$ cat config.mk
export PLATFORM = sky130hd
export DESIGN_NAME = multi_candidate_voting_machine
export DESIGN_NICKNAME = d
export VERILOG_FILES = /design/src/rtl/voting_pkg.sv /design/src/rtl/vote_button_debounce.sv /design/src/rtl/multi_candidate_voting_machine.sv
export SDC_FILE = /design/constraint.sdc
export NUM_CORES = 1
export LEC_CHECK = 0
export CORE_AREA = 3 3 106 108
export CTS_BUF_LIST = sky130_fd_sc_hd__clkbuf_4 sky130_fd_sc_hd__clkbuf_8
export CTS_CLUSTER_DIAMETER = 150
export DETAILED_ROUTE_END_ITERATION = 8
export DIE_AREA = 0 0 109 111
export GPL_ROUTABILITY_DRIVEN = 0
export GPL_TIMING_DRIVEN = 0
export HOLD_SLACK_MARGIN = 0.02
export PLACE_DENSITY = 0.66
export SYNTH_ARGS = -nofsm -noshare
export SYNTH_HDL_FRONTEND = slang
export SYNTH_SLANG_ARGS = --single-unit
export TNS_END_PERCENT = 100
$ cat constraint.sdc
create_clock -name clock -period 5.6 [get_ports clock]
set_input_delay 1.12 -clock clock [delete_from_list [all_inputs] [get_ports clock]]
set_output_delay 1.12 -clock clock [all_outputs]
set_load 0.01 [all_outputs]
$ cat src/rtl/voting_pkg.sv
// Shared types and default parameters for the multi-candidate voting datapath.
package voting_pkg;

    localparam int unsigned DEF_NUM_CANDIDATES  = 4;
    localparam int unsigned DEF_COUNT_W         = 8;
    localparam int unsigned DEF_DEBOUNCE_CYCLES = 10;
    localparam int unsigned DEF_ACK_CYCLES      = 10;

    typedef enum logic [1:0] {
        IDLE     = 2'd0,
        ACK      = 2'd1,
        WAIT_REL = 2'd2
    } vote_state_t;

endpackage

$ cat src/rtl/vote_button_debounce.sv
// Per-button debouncer: saturating high-sample counter with a one-cycle press pulse
// emitted on the edge the counter reaches DEBOUNCE_CYCLES.
module vote_button_debounce
    import voting_pkg::*;
#(
    parameter int unsigned DEBOUNCE_CYCLES = DEF_DEBOUNCE_CYCLES
) (
    input  logic clock,
    input  logic reset_n,
    input  logic button,
    output logic press
);

    localparam int unsigned   CNT_W   = $clog2(DEBOUNCE_CYCLES + 1);
    localparam logic [CNT_W-1:0] CNT_MAX = CNT_W'(DEBOUNCE_CYCLES);

    logic [CNT_W-1:0] r_cnt;
    logic             r_press;

    // Counter holds at CNT_MAX so a held button fires once; release clears it.
    always_ff @(posedge clock or negedge reset_n) begin
        if (!reset_n) begin
            r_cnt   <= '0;
            r_press <= 1'b0;
        end else if (!button) begin
            r_cnt   <= '0;
            r_press <= 1'b0;
        end else if (r_cnt != CNT_MAX) begin
            r_cnt   <= r_cnt + CNT_W'(1);
            r_press <= (r_cnt == CNT_MAX - CNT_W'(1));
        end else begin
            r_press <= 1'b0;
        end
    end

    assign press = r_press;

endmodule

$ cat src/rtl/multi_candidate_voting_machine.sv
// N-candidate voting machine: debounced buttons, saturating tallies, vote FSM with
// acknowledge/release lockout, and a result-display mode driving the LED bank.
module multi_candidate_voting_machine
    import voting_pkg::*;
#(
    parameter int unsigned NUM_CANDIDATES  = DEF_NUM_CANDIDATES,
    parameter int unsigned COUNT_W         = DEF_COUNT_W,
    parameter int unsigned DEBOUNCE_CYCLES = DEF_DEBOUNCE_CYCLES,
    parameter int unsigned ACK_CYCLES      = DEF_ACK_CYCLES
) (
    input  logic                      clock,
    input  logic                      reset_n,
    input  logic                      mode,
    input  logic [NUM_CANDIDATES-1:0] button,
    output logic [COUNT_W-1:0]        led,
    output logic                      vote_accepted,
    output logic                      vote_conflict,
    output logic [NUM_CANDIDATES-1:0] tally_sat
);

    localparam int unsigned ACK_W = $clog2(ACK_CYCLES + 1);
    localparam int unsigned SEL_W = $clog2(NUM_CANDIDATES);
    localparam int unsigned POP_W = $clog2(NUM_CANDIDATES + 1);

    vote_state_t                r_state, w_state_nxt;
    logic [ACK_W-1:0]           r_ack_cnt, w_ack_cnt_nxt;
    logic [COUNT_W-1:0]         r_led, w_led_nxt;
    logic                       r_accept, w_accept_nxt;
    logic                       r_conflict, w_conflict_nxt;
    logic [SEL_W-1:0]           r_sel, w_sel_nxt;
    logic                       w_vote;
    logic [COUNT_W-1:0]         r_tally [NUM_CANDIDATES];
    logic [NUM_CANDIDATES-1:0]  r_sat;

    logic [NUM_CANDIDATES-1:0]  w_press;
    logic [POP_W-1:0]           w_press_cnt;
    logic [SEL_W-1:0]           w_press_idx;
    logic                       w_single;
    logic                       w_multi;

    for (genvar g = 0; g < NUM_CANDIDATES; g++) begin : g_debounce
        vote_button_debounce #(
            .DEBOUNCE_CYCLES (DEBOUNCE_CYCLES)
        ) u_debounce (
            .clock   (clock),
            .reset_n (reset_n),
            .button  (button[g]),
            .press   (w_press[g])
        );
    end

    // Count simultaneous presses; the index is only meaningful when exactly one is set.
    always_comb begin
        w_press_cnt = '0;
        w_press_idx = '0;
        for (int i = 0; i < NUM_CANDIDATES; i++) begin
            if (w_press[i]) begin
                w_press_cnt = w_press_cnt + POP_W'(1);
                w_press_idx = SEL_W'(i);
            end
        end
    end

    assign w_single = (w_press_cnt == POP_W'(1));
    assign w_multi  = (w_press_cnt >  POP_W'(1));

    always_ff @(posedge clock or negedge reset_n) begin
        if (!reset_n) begin
            r_state    <= IDLE;
            r_ack_cnt  <= '0;
            r_led      <= '0;
            r_accept   <= 1'b0;
            r_conflict <= 1'b0;
            r_sel      <= '0;
        end else begin
            r_state    <= w_state_nxt;
            r_ack_cnt  <= w_ack_cnt_nxt;
            r_led      <= w_led_nxt;
            r_accept   <= w_accept_nxt;
            r_conflict <= w_conflict_nxt;
            r_sel      <= w_sel_nxt;
        end
    end

    // Result mode overrides the vote FSM and parks it in IDLE.
    always_comb begin
        w_state_nxt    = r_state;
        w_ack_cnt_nxt  = r_ack_cnt;
        w_led_nxt      = '0;
        w_accept_nxt   = 1'b0;
        w_conflict_nxt = 1'b0;
        w_sel_nxt      = r_sel;
        w_vote         = 1'b0;
        if (mode) begin
            w_state_nxt   = IDLE;
            w_ack_cnt_nxt = '0;
            w_led_nxt     = r_tally[r_sel];
            if (w_single) begin
                w_sel_nxt = w_press_idx;
            end
        end else begin
            case (r_state)
                IDLE: begin
                    if (w_single) begin
                        w_vote        = 1'b1;
                        w_accept_nxt  = 1'b1;
                        w_led_nxt     = '1;
                        w_ack_cnt_nxt = ACK_W'(1);
                        w_state_nxt   = ACK;
                    end else if (w_multi) begin
                        w_conflict_nxt = 1'b1;
                        w_state_nxt    = WAIT_REL;
                    end
                end
                ACK: begin
                    if (r_ack_cnt >= ACK_W'(ACK_CYCLES)) begin
                        w_ack_cnt_nxt = '0;
                        w_state_nxt   = WAIT_REL;
                    end else begin
                        w_ack_cnt_nxt = r_ack_cnt + ACK_W'(1);
                        w_led_nxt     = '1;
                    end
                end
                WAIT_REL: begin
                    if (button == '0) begin
                        w_state_nxt = IDLE;
                    end
                end
                default: begin
                    w_state_nxt = IDLE;
                end
            endcase
        end
    end

    // A vote at full scale leaves the tally alone and latches the sticky flag.
    always_ff @(posedge clock or negedge reset_n) begin
        if (!reset_n) begin
            for (int i = 0; i < NUM_CANDIDATES; i++) begin
                r_tally[i] <= '0;
            end
            r_sat <= '0;
        end else if (w_vote) begin
            if (r_tally[w_press_idx] == '1) begin
                r_sat[w_press_idx] <= 1'b1;
            end else begin
                r_tally[w_press_idx] <= r_tally[w_press_idx] + COUNT_W'(1);
            end
        end
    end

    assign led           = r_led;
    assign vote_accepted = r_accept;
    assign vote_conflict = r_conflict;
    assign tally_sat     = r_sat;

endmodule

# Word-level counts from Yosys, hierarchy flattened
# Index checks and enable logic that the tools add are counted.
[classes] n_addsub=9 magnitude_cmp=7 eq_ne=20 mux=55 n_bitwise=4 reduce_logical=10
[ops] operator="8-bit 2-to-1 mux" n=8
[ops] operator="4-bit 2-to-1 mux" n=11
[ops] operator="8-bit binary-select mux with 2-bit select" n=2
[ops] operator="32-bit bitwise mux" n=1
[ops] operator="4-bit by 1-bit adder with 4-bit output (second input constant)" n=5
[ops] operator="4-bit != test (second input constant)" n=5
[ops] operator="1-bit 2-to-1 mux" n=18
[ops] operator="8-bit demux with 2-bit select" n=1
[ops] operator="4-bit equality test (second input constant)" n=4
[ops] operator="8-bit case mux with 2 select lines" n=1
[ops] operator="2-bit 2-to-1 mux" n=7
[ops] operator="3-bit by 1-bit adder with 3-bit output (second input constant)" n=3
[ops] operator="3-bit 2-to-1 mux" n=3
[ops] operator="3-bit != test (second input constant)" n=3
[ops] operator="8-bit by 1-bit adder with 8-bit output (second input constant)" n=1
[ops] operator="8-bit equality test (second input constant)" n=1
[ops] operator="2-bit by 1-bit != test with 1-bit output (second input constant)" n=4
[ops] operator="4-bit case mux with 2 select lines" n=1
[ops] operator="2-bit AND reduction" n=4
[ops] operator="3-bit greater-or-equal comparator (second input constant)" n=2
[ops] operator="2-bit inverter with 3-bit output" n=2
[ops] operator="2-bit case mux with 3 select lines" n=1
[ops] operator="4-bit greater-or-equal comparator (second input constant)" n=1
[ops] operator="4-bit zero test" n=1
[ops] operator="14 further kinds" n=15
[totals] reg_bits=74 input_bits=7 out_inout_bits=14 wordCells=124

# Logic depth before layout (Yosys ltp)
[depth] depth_word=12 ltp_mapped=14

# Hierarchy
# A second synthesis with hierarchy kept.
[unflattened] hier_cells=332 area_unflattened_um2=4005.1
[modules_own_cells] module="multi_candidate_voting_machine" n_inst=1 cells_per_inst=240 area_per_inst_um2=2929.1
[modules_own_cells] module="vote_button_debounce" n_inst=4 cells_per_inst=23 area_per_inst_um2=269.0

# Least setup slack after synthesis
# Ideal clock, no wire load.
[synth_path] path_type="register to register" from="register g_debounce[1].u_debounce.r_press" to="register r_tally[24] (netlist bit)" arrival_time_ns=2.975 required_ns=5.475 path_slack_ns=2.500 stages_incl_launch_ff=14 n_path_buf=3 synth_period_minus_slack_ns=3.100 cell_sequence="dfrtp_1 buf_4 buf_4 inv_1 ha_1 xor2_4 ha_1 nand2_1 o31a_1 nand2_2 nor2_8 or4b_1 buf_6 mux2_4"
[synth_between] elab_chain_cells=10 word_cells_on_any_way=26 cone_classes="add/sub (3); order compare (2); eq/ne (2); mux (15); bitwise (2); reduce/logical (2)"
[synth_lines] element="start: declaration" line="vote_button_debounce.sv:18" text="logic r_press;"
[synth_lines] element="start signal: assignment" line="vote_button_debounce.sv:30" text="r_press <= (r_cnt == CNT_MAX - CNT_W'(1));"
[synth_lines] element="3-bit 2-to-1 mux (*)" line="multi_candidate_voting_machine.sv:57" text="if (w_press[i]) begin"
[synth_lines] element="3-bit by 1-bit adder with 3-bit output" line="multi_candidate_voting_machine.sv:58" text="w_press_cnt = w_press_cnt + POP_W'(1);"
[synth_lines] element="3-bit 2-to-1 mux (*)" line="multi_candidate_voting_machine.sv:57"
[synth_lines] element="3-bit by 1-bit adder with 3-bit output" line="multi_candidate_voting_machine.sv:58"
[synth_lines] element="3-bit 2-to-1 mux (*)" line="multi_candidate_voting_machine.sv:57"
[synth_lines] element="3-bit by 1-bit equality test with 1-bit output (*)" line="multi_candidate_voting_machine.sv:64" text="assign w_single = (w_press_cnt == POP_W'(1));"
[synth_lines] element="1-bit 2-to-1 mux (*) (3 in series)"
[synth_lines] element="net w_accept_nxt" line="multi_candidate_voting_machine.sv:28" text="logic r_accept, w_accept_nxt;"
[synth_lines] element="2-bit AND reduction (no line) (*)"
[synth_lines] element="end signal: indexed assignment" line="multi_candidate_voting_machine.sv:147" text="r_tally[w_press_idx] <= r_tally[w_press_idx] + COUNT_W'(1);"
[synth_lines] element="end: declaration" line="multi_candidate_voting_machine.sv:32" text="logic [COUNT_W-1:0] r_tally [NUM_CANDIDATES];"
# Mark *: on every way through the listed nets, which the timed path passes. The rest lies on a longest branch. The select of a mux whose other input is x is not followed.
# A chain may end at the register's enable or synchronous reset.

# Worst setup path in the final report
[layout_path] from="register g_debounce[1].u_debounce.r_press" to="register r_tally[31] (netlist bit)"
# Same word-level chain as after synthesis.

==> results.yml <==
die:
  die_w_um: 109
  io_pins: 21
  rows: 37
  coreArea_sq_um: 10300
  die_h_um: 111
  die_area_sq_um: 12100
  initial_core_util_pct: 39.6
logic_synthesis:
  ys_types: 56
  ys_seq_area_share_pct: 45.3
  synthAdderAreaFrac_pct: 5.51
  synth_flop_cell: "dfrtp_1"
  synth_top_family_by_area: "multiplexers"
  synth_xor_area_share_pct: 4.47
  syn_area_sq_um: 4090
  yosys_warnings: 0
  synth_compound_area_share_pct: 9.52
  async_flop_share_pct: 100
  synth_seq_cells: 74
  syn_nets: 372
  syn_avg_cell_area_sq_um: 11.8
  postSynthCellCount: 347
  synth_edf_count: 0
  synth-simple-area-share_pct: 14.4
  synthMuxAreaShare_pct: 16.7
sta:
  finalMaxSlewViolations: 0
  fin_setup_tns_ns: 0
  fmax_mhz: 291
  worst_clock_skew_ns: 0.00594
  final-hold-violation-count: 0
  tightest_slew_ns: 0.776
  slew_headroom_pct: 48.3
  period_needed_ns: 3.44
  fin_crit_sh_pct: 61.4
  finalSetupViolCount: 0
  hold-worst-slack_ns: 0.488
  rsz0062_at_grt: "false"
  finalWorstSetupSlack_ns: 2.16
worst_setup_path:
  cp.arrival_ns: 3.67
  critPathKind: "register to register"
  worstSetupStartpointType: "register"
  reg2reg_slack_ns: 2.16
  crit_start: "g_debounce[1].u_debounce.press$_DFF_PN0_"
  end_kind: "register"
  crit_required_ns: 5.83
  path_max_fanout: 10
  r2r_start: "g_debounce[1].u_debounce.press$_DFF_PN0_"
placed_design:
  place_inst: 503
  placed_cell_area_sq_um: 4470
  hpwl_um: 5470
  pre_cts_ws_ns: 2.19
  io_buffers: 19
grt:
  grt_use_total_pct: 13.8
  grt_pass1_wl_um: 13200
  antenna_found_initial: 0
  grt-ovfl-total: 0
  grt_max_degree: 45
  grt_pass1_vias: 2637
min_path:
  holdCritStartpoint: "tally_sat[1]$_DFFE_PN0P_"
  min_path_type: "register to register"
power:
  p_switching_uw: 233
  power_frac_comb_pct: 5.0
  p_int_uw: 846
  vdd_drop_max_mv: 0.137
  power_frac_seq_pct: 51.1
  power.share.switching_pct: 21.6
  p_leak_nw: 2.34
  power.total_mw: 1.08
  p_per_area_nw_per_um2: 230
  p_clk_share_pct: 43.9
clock_network:
  cts.reportedPaths.clkPinSlew_ns: 0.08
  tritoncts: "done"
  clockRootBuffer: "clkbuf_8"
  post-cts-setup-buffers: 0
  worstSkewPairLatency_ns: 0.34
  ctsHoldBuffers: 0
  cts_buffer_depth: 2
  htree_levels: 3
  cts.sinks: 74
  post_cts_resized: 0
  cts_made_buffers: 9
final_layout:
  syn_to_final_growth_pct: 14.9
  drive_above_1_share_pct: 15.9
  post-route-util_pct: 45.5
  diodes: 0
  finalNonFillerCells: 519
  nNetsFinal: 403
  fin_area_sq_um: 4700
routing:
  ant_nets: 0
  remaining_drc_errors: 0
  wl_per_cell_um: 14.7
  drt_iter0_markers: 91
  vias_per_cell: 5.07
  wirelength_um: 7650
  num_vias: 2630
  drt_pass1_iterations: 4
outcome:
  outcome: "finished clean"
flow_run:
  maxCapViolCount: 0
[power by group through the flow]
stage | logic (mW) | registers (mW) | clock network, mW
2_1_floorplan | 0.0308 | 0.560 | 0
3_5_place_dp | 0.0560 | 0.562 | 0
4_1_cts | 0.0561 | 0.551 | 0.488
6_report | 0.0543 | 0.552 | 0.474
3_3_place_gp | 0.0523 | 0.562 | 0
5_1_grt | 0.0639 | 0.553 | 0.514
[path summary, 6_finish.rpt]
| path | cells after the start | to |
|---|---|---|
| worst min-delay path | 1 | tally_sat[1]$_DFFE_PN0P_ |
| min in group asynchronous | 1 | r_tally[15]$_DFFE_PN0P_ |
| worst max register to register | 13 | r_tally[31]$_DFFE_PN0P_ |
| worst max-delay path | 13 | r_tally[31]$_DFFE_PN0P_ |
| worst min register to register | 1 | tally_sat[1]$_DFFE_PN0P_ |
| max in group asynchronous | 2 | r_state[1]$_DFFE_PN0P_ |
[sequential cells by signal (all words and copies together), names as in the netlist]
name	count
led	8
g_debounce.u_debounce.r_cnt	16
r_state	2
r_ack_cnt	4
r_tally	32
g_debounce.u_debounce.press	4
r_sel	2
tally_sat	4
vote_conflict	1
vote_accepted	1
[cells by family (layout without fill, tap and decap cells)]
kind of cell | count (synthesis) | after routing
buffers and inverters | 31 | 67
xor gates and xnor gates | 17 | 17
and+or+nand+nor | 104 | 104
muxes | 51 | 51
AOI/OAI and AO/OA | 52 | 52
DFF | 74 | 74
adders and majority gates | 18 | 18
[critical path, stage by stage, from the launching register on]
cell and delay (ns):
dfrtp_1 0.35, buf_4 0.19, buf_4 0.23, inv_1 0.08, ha_1 0.36, xor2_4 0.22
ha_1 0.29, nand2_1 0.06, o31a_1 0.20, nand2_2 0.13, nor2_8 0.23, or4b_1 0.48
buf_6 0.18, mux2_4 0.30
[routing by layer]
layer | GRT usage (%) | routed length (um) | vias up
met5 | 0 | 0 | -
met4 | 5.05 | 130 | 0
met3 | 2.56 | 252 | 14
met2 | 21.4 | 3600 | 35
met1 | 19.0 | 3670 | 1296
li1 | - | - | 1285
[cell usage after synthesis, types with 2 or more instances]
cell type	count	share of area, %
mux2_1	23	6.3
nand2_2	3	0.46
a41o_1	2	0.49
o211a_1	4	0.98
nor3_1	2	0.24
nor2b_1	10	1.5
mux2_2	2	0.55
mux4_2	8	4.4
and2_1	10	1.5
nor3b_1	2	0.37
nor2_1	14	1.3
buf_6	3	0.83
mux2_4	8	2.9
a22o_1	2	0.43
a21o_1	2	0.37
o221ai_1	2	0.43
a221oi_2	2	0.73
xor2_1	4	0.86
buf_4	4	0.73
nand3_1	11	1.3
o21bai_1	3	0.55
nand2b_1	5	0.77
nand2_1	34	3.1
ha_1	18	5.5
a31oi_1	3	0.46
o31ai_1	3	0.55
mux2i_1	10	2.4
o21ai_0	9	1.1
nand3b_1	2	0.37
dfrtp_1	74	45
xnor2_1	10	2.1
inv_1	18	1.7
clkbuf_1	4	0.37
a21oi_1	14	1.7
[cells in the final DEF, fill, tap and decap left out, types with 4 or more instances in the layout]
cell             netlist  routed
dfrtp_1               74      74
nand2_1               34      34
mux2_1                23      23
inv_1                 18      18
ha_1                  18      18
clkdlybuf4s50_1        0      18
nor2_1                14      14
a21oi_1               14      14
nand3_1               11      11
clkbuf_8               0      11
and2_1                10      10
nor2b_1               10      10
mux2i_1               10      10
xnor2_1               10      10
o21ai_0                9       9
mux4_2                 8       8
mux2_4                 8       8
buf_4                  4       5
nand2b_1               5       5
clkbuf_1               4       4
o211a_1                4       4
xor2_1                 4       4
[layout make-up]
type                            count  area [sq um]
Fill cell                         931          5630
Multi-Input combinational cell    242          2070
Sequential cell                    74          1850
Timing Repair Buffer               20           208
Tap cell                          136           170
Clock buffer                       12           159
Buffer                             12          98.8
Clock inverter                      4          73.8
Inverter                           19          71.3
Power figures use the tool's default switching activity.
